--- config.mk ---
export PLATFORM = sky130hd
export DESIGN_NAME = fetch_unit
export DESIGN_NICKNAME = d
export VERILOG_FILES = /design/src/rtl/fetch_unit_pkg.sv /design/src/rtl/fetch_unit_next_pc.sv /design/src/rtl/fetch_unit.sv
export SDC_FILE = /design/constraint.sdc
export NUM_CORES = 1
export LEC_CHECK = 0
export CORE_ASPECT_RATIO = 1.25
export CORE_MARGIN = 3
export CORE_UTILIZATION = 41
export CTS_CLUSTER_SIZE = 30
export DETAILED_ROUTE_END_ITERATION = 10
export PLACE_DENSITY_LB_ADDON = 0.1
export SKIP_CTS_REPAIR_TIMING = 1
export SYNTH_ARGS = -nofsm -noshare
export SYNTH_HDL_FRONTEND = slang
export SYNTH_SLANG_ARGS = --single-unit
--- constraint.sdc ---
create_clock -name clk -period 2.7 [get_ports clk]
set_input_delay 0.81 -clock clk [delete_from_list [all_inputs] [get_ports clk]]
set_output_delay 0.81 -clock clk [all_outputs]
set_load 0.02 [all_outputs]
--- src/rtl/fetch_unit_pkg.sv ---
// Shared definitions for the instruction fetch stage: FSM states,
// next-PC select encodings and the reset/bubble instruction.
package fetch_unit_pkg;

   typedef enum logic [1:0] {
      ST_IDLE = 2'b00,
      ST_REQ  = 2'b01,
      ST_EXEC = 2'b10,
      ST_HALT = 2'b11
   } fetch_state_t;

   // Next-PC select, sampled with retire. The unused code 2'b11 falls back to PC+4.
   localparam logic [1:0] PCSRC_PLUS4  = 2'b00;
   localparam logic [1:0] PCSRC_BRANCH = 2'b01;
   localparam logic [1:0] PCSRC_JALR   = 2'b10;

   // addi x0, x0, 0
   localparam logic [31:0] NOP_INSTR = 32'h0000_0013;

   // True when an address is not on a 4-byte boundary.
   function automatic logic is_misaligned(input logic [31:0] addr);
      return |addr[1:0];
   endfunction

endpackage

--- src/rtl/fetch_unit_next_pc.sv ---
// Combinational next-PC selection: sequential (+4), branch/JAL (+imm)
// or JALR (ALU result with bit 0 cleared), plus the alignment flag.
module next_pc_calc
   import fetch_unit_pkg::*;
(
   input  logic [31:0] i_pc,
   input  logic [1:0]  i_pc_src,
   input  logic [31:0] i_imm_ext,
   input  logic [31:0] i_alu_result,
   output logic [31:0] o_pc_plus4,
   output logic [31:0] o_next_pc,
   output logic        o_misaligned
);

   logic [31:0] w_pc_plus4;
   logic [31:0] w_pc_branch;
   logic [31:0] w_pc_jalr;
   logic [31:0] w_next_pc;

   // Candidate targets; all adders wrap modulo 2^32.
   always_comb begin
      w_pc_plus4  = i_pc + 32'd4;
      w_pc_branch = i_pc + i_imm_ext;
      w_pc_jalr   = i_alu_result & ~32'd1;
   end

   // Target select; unused encoding behaves as sequential fetch.
   always_comb begin
      w_next_pc = w_pc_plus4;
      case (i_pc_src)
         PCSRC_BRANCH: w_next_pc = w_pc_branch;
         PCSRC_JALR:   w_next_pc = w_pc_jalr;
         default:      w_next_pc = w_pc_plus4;
      endcase
   end

   assign o_pc_plus4   = w_pc_plus4;
   assign o_next_pc    = w_next_pc;
   assign o_misaligned = is_misaligned(w_next_pc);

endmodule

--- src/rtl/fetch_unit.sv ---
// Instruction fetch stage: owns the PC, fetches one instruction at a time
// over a req/ready handshake, holds it until execute retires it, then
// steps to the selected next PC or halts on a misaligned target.
module fetch_unit
   import fetch_unit_pkg::*;
#(
   parameter logic [31:0] RESET_PC = 32'h0000_0000
) (
   input  logic        clk,
   input  logic        reset,
   output logic        imem_req,
   output logic [31:0] imem_addr,
   input  logic        imem_ready,
   input  logic [31:0] imem_rdata,
   output logic [31:0] instr,
   output logic        instr_valid,
   output logic [31:0] pc,
   output logic [31:0] pc_plus4,
   input  logic        retire,
   input  logic [1:0]  pc_src,
   input  logic [31:0] imm_ext,
   input  logic [31:0] alu_result,
   output logic        misaligned
);

   fetch_state_t r_state;
   logic [31:0]  r_pc;
   logic [31:0]  r_instr;
   logic         r_instr_valid;
   logic         r_imem_req;
   logic         r_misaligned;

   logic [31:0]  w_pc_plus4;
   logic [31:0]  w_next_pc;
   logic         w_next_misaligned;

   next_pc_calc u_next_pc (
      .i_pc         (r_pc),
      .i_pc_src     (pc_src),
      .i_imm_ext    (imm_ext),
      .i_alu_result (alu_result),
      .o_pc_plus4   (w_pc_plus4),
      .o_next_pc    (w_next_pc),
      .o_misaligned (w_next_misaligned)
   );

   // Fetch FSM: request, hold for execute, advance PC on retire.
   always_ff @(posedge clk or posedge reset) begin
      if (reset) begin
         r_state       <= ST_IDLE;
         r_pc          <= RESET_PC;
         r_instr       <= NOP_INSTR;
         r_instr_valid <= 1'b0;
         r_imem_req    <= 1'b0;
         r_misaligned  <= 1'b0;
      end else begin
         case (r_state)
            ST_IDLE: begin
               r_imem_req <= 1'b1;
               r_state    <= ST_REQ;
            end
            ST_REQ: begin
               if (imem_ready) begin
                  r_instr       <= imem_rdata;
                  r_instr_valid <= 1'b1;
                  r_imem_req    <= 1'b0;
                  r_state       <= ST_EXEC;
               end
            end
            ST_EXEC: begin
               if (retire) begin
                  r_instr_valid <= 1'b0;
                  if (w_next_misaligned) begin
                     r_misaligned <= 1'b1;
                     r_state      <= ST_HALT;
                  end else begin
                     r_pc       <= w_next_pc;
                     r_imem_req <= 1'b1;
                     r_state    <= ST_REQ;
                  end
               end
            end
            ST_HALT: begin
               r_state <= ST_HALT;
            end
            default: begin
               r_state <= ST_HALT;
            end
         endcase
      end
   end

   assign imem_req    = r_imem_req;
   assign imem_addr   = r_pc;
   assign instr       = r_instr;
   assign instr_valid = r_instr_valid;
   assign pc          = r_pc;
   assign pc_plus4    = w_pc_plus4;
   assign misaligned  = r_misaligned;

endmodule

==> results_dict.tcl <==
set metrics [dict create \
    setup_slack_ps -480 \
    fin_crit_ps 3180 \
    maxSlewViolCount 0 \
    ys_seq_area_share_pct 29.0 \
    synth_seq_cells 69 \
    hpwl_um 18400 \
    finalSetupViolCount 30 \
    fmax_ghz 0.314 \
    skew_ps 6.99 \
    leakage_nw 5.14 \
    critPathKind "flip-flop to output pin" \
    hp-start "misaligned" \
    syn2layout_area_growth_pct 90.9 \
    clock_sinks 69 \
    slowest_delay_ps 640 \
    switching_share_pct 43.4 \
    initial_utilization_pct 42.5 \
    ys.flop_type "dfrtp_1" \
    status "finished with violations" \
    core_area_um2 14100 \
    required_ps 1890 \
    port_buffers 231 \
    async_reset_ff_share_pct 100 \
    critPathLaunch "imem_addr[13]" \
    cts_htree_levels 3 \
    cts_tree "built" \
    antenna_cells 0 \
    drtAntennaViolNets 0 \
    max-slew-margin-rel_pct 66.2 \
    rows 48 \
    cts_buffer_depth 2 \
    grt_pass1_wl_um 37200 \
    p_int_mw 5.74 \
    cp-start-kind "flip-flop" \
    syn-instance-count 707 \
    dr.pass1.iters 5 \
    synth_nets 844 \
    p_per_area_nw_per_um2 890 \
    drtIter0Drc 534 \
    tns_ps -7030 \
    p_comb_share_pct 70.7 \
    clock_power_share_pct 12.1 \
    grt.total_usage_pct 29.0 \
    ys_warn_count 0 \
    worst_path_max_delay_cell "or4_4" \
    whs_ps 498 \
    cts_root_buf "clkbuf_16" \
    first_global_vias 7247 \
    overflow 0 \
    endpoint_kind "output pin" \
    timing.rr.start "imem_addr[0]" \
    cts_buffers 9 \
    clkTransAtPathRegs_ps 60 \
    io_pins 233 \
    crit_fanout 4 \
    netSwitchingPower_mw 4.40 \
    synth.avg_cell_area_um2 8.45 \
    synth_edf_count 0 \
    clk_latency_ps 340 \
    maxCapViolations 0 \
    violations "negative setup slack" \
    finalCritPeriodShare_pct 118 \
    rsz0062_at_grt "yes" \
    hold_class "flip-flop to flip-flop" \
    ir_drop_uv 640 \
    drc 0 \
    antenna_found_initial 0 \
    seq_power_share_pct 17.1 \
    die_area_um2 16100 \
    hold_viol 0 \
    path_buf_inv 2 \
    tightest_slew_ps 506 \
    grt_max_degree 70 \
    fin_nets 1252 \
    path_cells "inv_1, or4_4, nor2_4, and4_4, nand3_1, xnor2_2, buf_4" \
    die_h_um 141 \
    viasPerCell 5.80 \
    gp_congestion 0.940 \
    drt_wl_total_um 26300 \
    drive_above_1_share_pct 40.2 \
    die_width_um 114 \
    worstPathArrival_ps 2370 \
    ys_types 64 \
    num_vias 7507 \
    syn_area_um2 5970 \
    avgRoutedWirePerCell_um 20.3 \
    critical_path.top_delay_family "simple AND/OR/NAND/NOR gates" \
]
sequential cells by signal, indices dropped and copies added, names as in the netlist:
name and cells:
instr_valid 1, imem_req 1, r_state 2, instr 32
imem_addr 32, misaligned 1
power by group through the flow:
stage	combinational, mW	clock [mW]	sequential (mW)
floorplan	2.70	0	2.42
global placement	6.35	0	1.72
detailed placement	6.41	0	1.74
CTS	6.45	1.25	1.73
global route	7.63	1.29	1.78
finish	7.18	1.23	1.74
layer usage:
layer | GRT usage (%) | share of wire (%)
met1 | 35.1 | 37
met2 | 50.6 | 51
met3 | 6.40 | 7.0
met4 | 10.1 | 4.9
met5 | 0 | 0
cell families (layout without fill, tap and decap cells):
family	count (synthesis)	after routing	synth area share [%]
muxes	34	34	6.37
xor gates and xnor gates	50	50	7.33
adders and majority gates	35	35	7.46
and+or+nand+nor	212	212	18.2
DFF	69	69	29.0
AOI/OAI and AO/OA	215	215	23.6
buffers and inverters	92	505	8.00
synth_stat cells, drive strengths merged, types with 6 or more instances:
library cell | instances | area share, %
a21oi | 60 | 5.1
buf | 39 | 4.7
o21a | 9 | 1.1
dfrtp | 66 | 28
and3 | 7 | 0.82
a21o | 10 | 1.3
inv | 24 | 1.5
and2 | 6 | 0.63
ha | 34 | 7.1
o22ai | 7 | 0.73
a221oi | 14 | 2.1
nand4 | 15 | 1.8
a31oi | 8 | 0.84
mux2 | 32 | 6.0
nand2 | 54 | 3.4
a22oi | 6 | 0.75
nor4 | 6 | 0.88
clkbuf | 29 | 1.8
xnor2 | 28 | 4.1
nor3 | 14 | 1.2
o21bai | 7 | 0.88
nand3 | 24 | 2.2
o31ai | 7 | 0.88
a211oi | 15 | 1.9
xor2 | 22 | 3.2
o21ai | 40 | 3.4
nor2 | 58 | 3.8
cell type report:
type	count	area [um^2]
sequential	69	1740
inverter	24	90.1
tap	175	219
fill	902	2650
multi-input combinational	546	4780
timing repair buffer	465	4270
clock inverter	6	71.3
clock buffer	10	229
through the flow:
stage / util (%) / area, um^2 / total power [mW] / std cells / worst slack (ps)
after floorplan: - / 6250 / 5.12 / 707 / -313
after global placement: 70.3 / 9890 / 8.06 / 1242 / -832
after detailed placement: 70.3 / 9890 / 8.16 / 1242 / -920
after CTS: 72.5 / 10200 / 9.43 / 1258 / -1020
after global routing: 81.1 / 11400 / 10.7 / 1295 / -545
final: 81.1 / 11400 / 10.1 / 1295 / -480
worst register-to-register path, cell delays in order (launching register included):
cell and delay, ps:
dfrtp_1 410, ha_4 190, fa_2 400, a211oi_2 250, nor2_2 80, buf_6 140
a21oi_4 140, nand3b_1 170, a21oi_2 220, nor3_2 60, or3_1 340, a41o_1 210
cells in the final DEF, fill, tap and decap left out, drive strengths merged, types with 8 or more instances in the layout:
cell type,instances
xnor2,28
o21ai,40
a31oi,8
ha,34
dlymetal6s2s,24
a21oi,60
a221oi,14
nand4,15
nor2,58
nand3,24
a211oi,15
inv,26
nor3,14
mux2,32
buf,253
o21a,9
nand2,54
clkdlybuf4s50,184
xor2,22
dfrtp,66
clkbuf,14
a21o,10
final timing paths:
| path | end | slack (ps) | cells after the start |
|---|---|---|---|
| min | misaligned | 500 | 1 |
| max in group asynchronous | instr[0] | 1500 | 3 |
| max reg2reg | imem_addr[28] | -20 | 11 |
| min in group asynchronous | imem_addr[1] | 880 | 3 |
| min reg2reg | misaligned | 500 | 1 |
| max | pc_plus4[23] | -480 | 7 |
(Power assumes the default switching activity.)
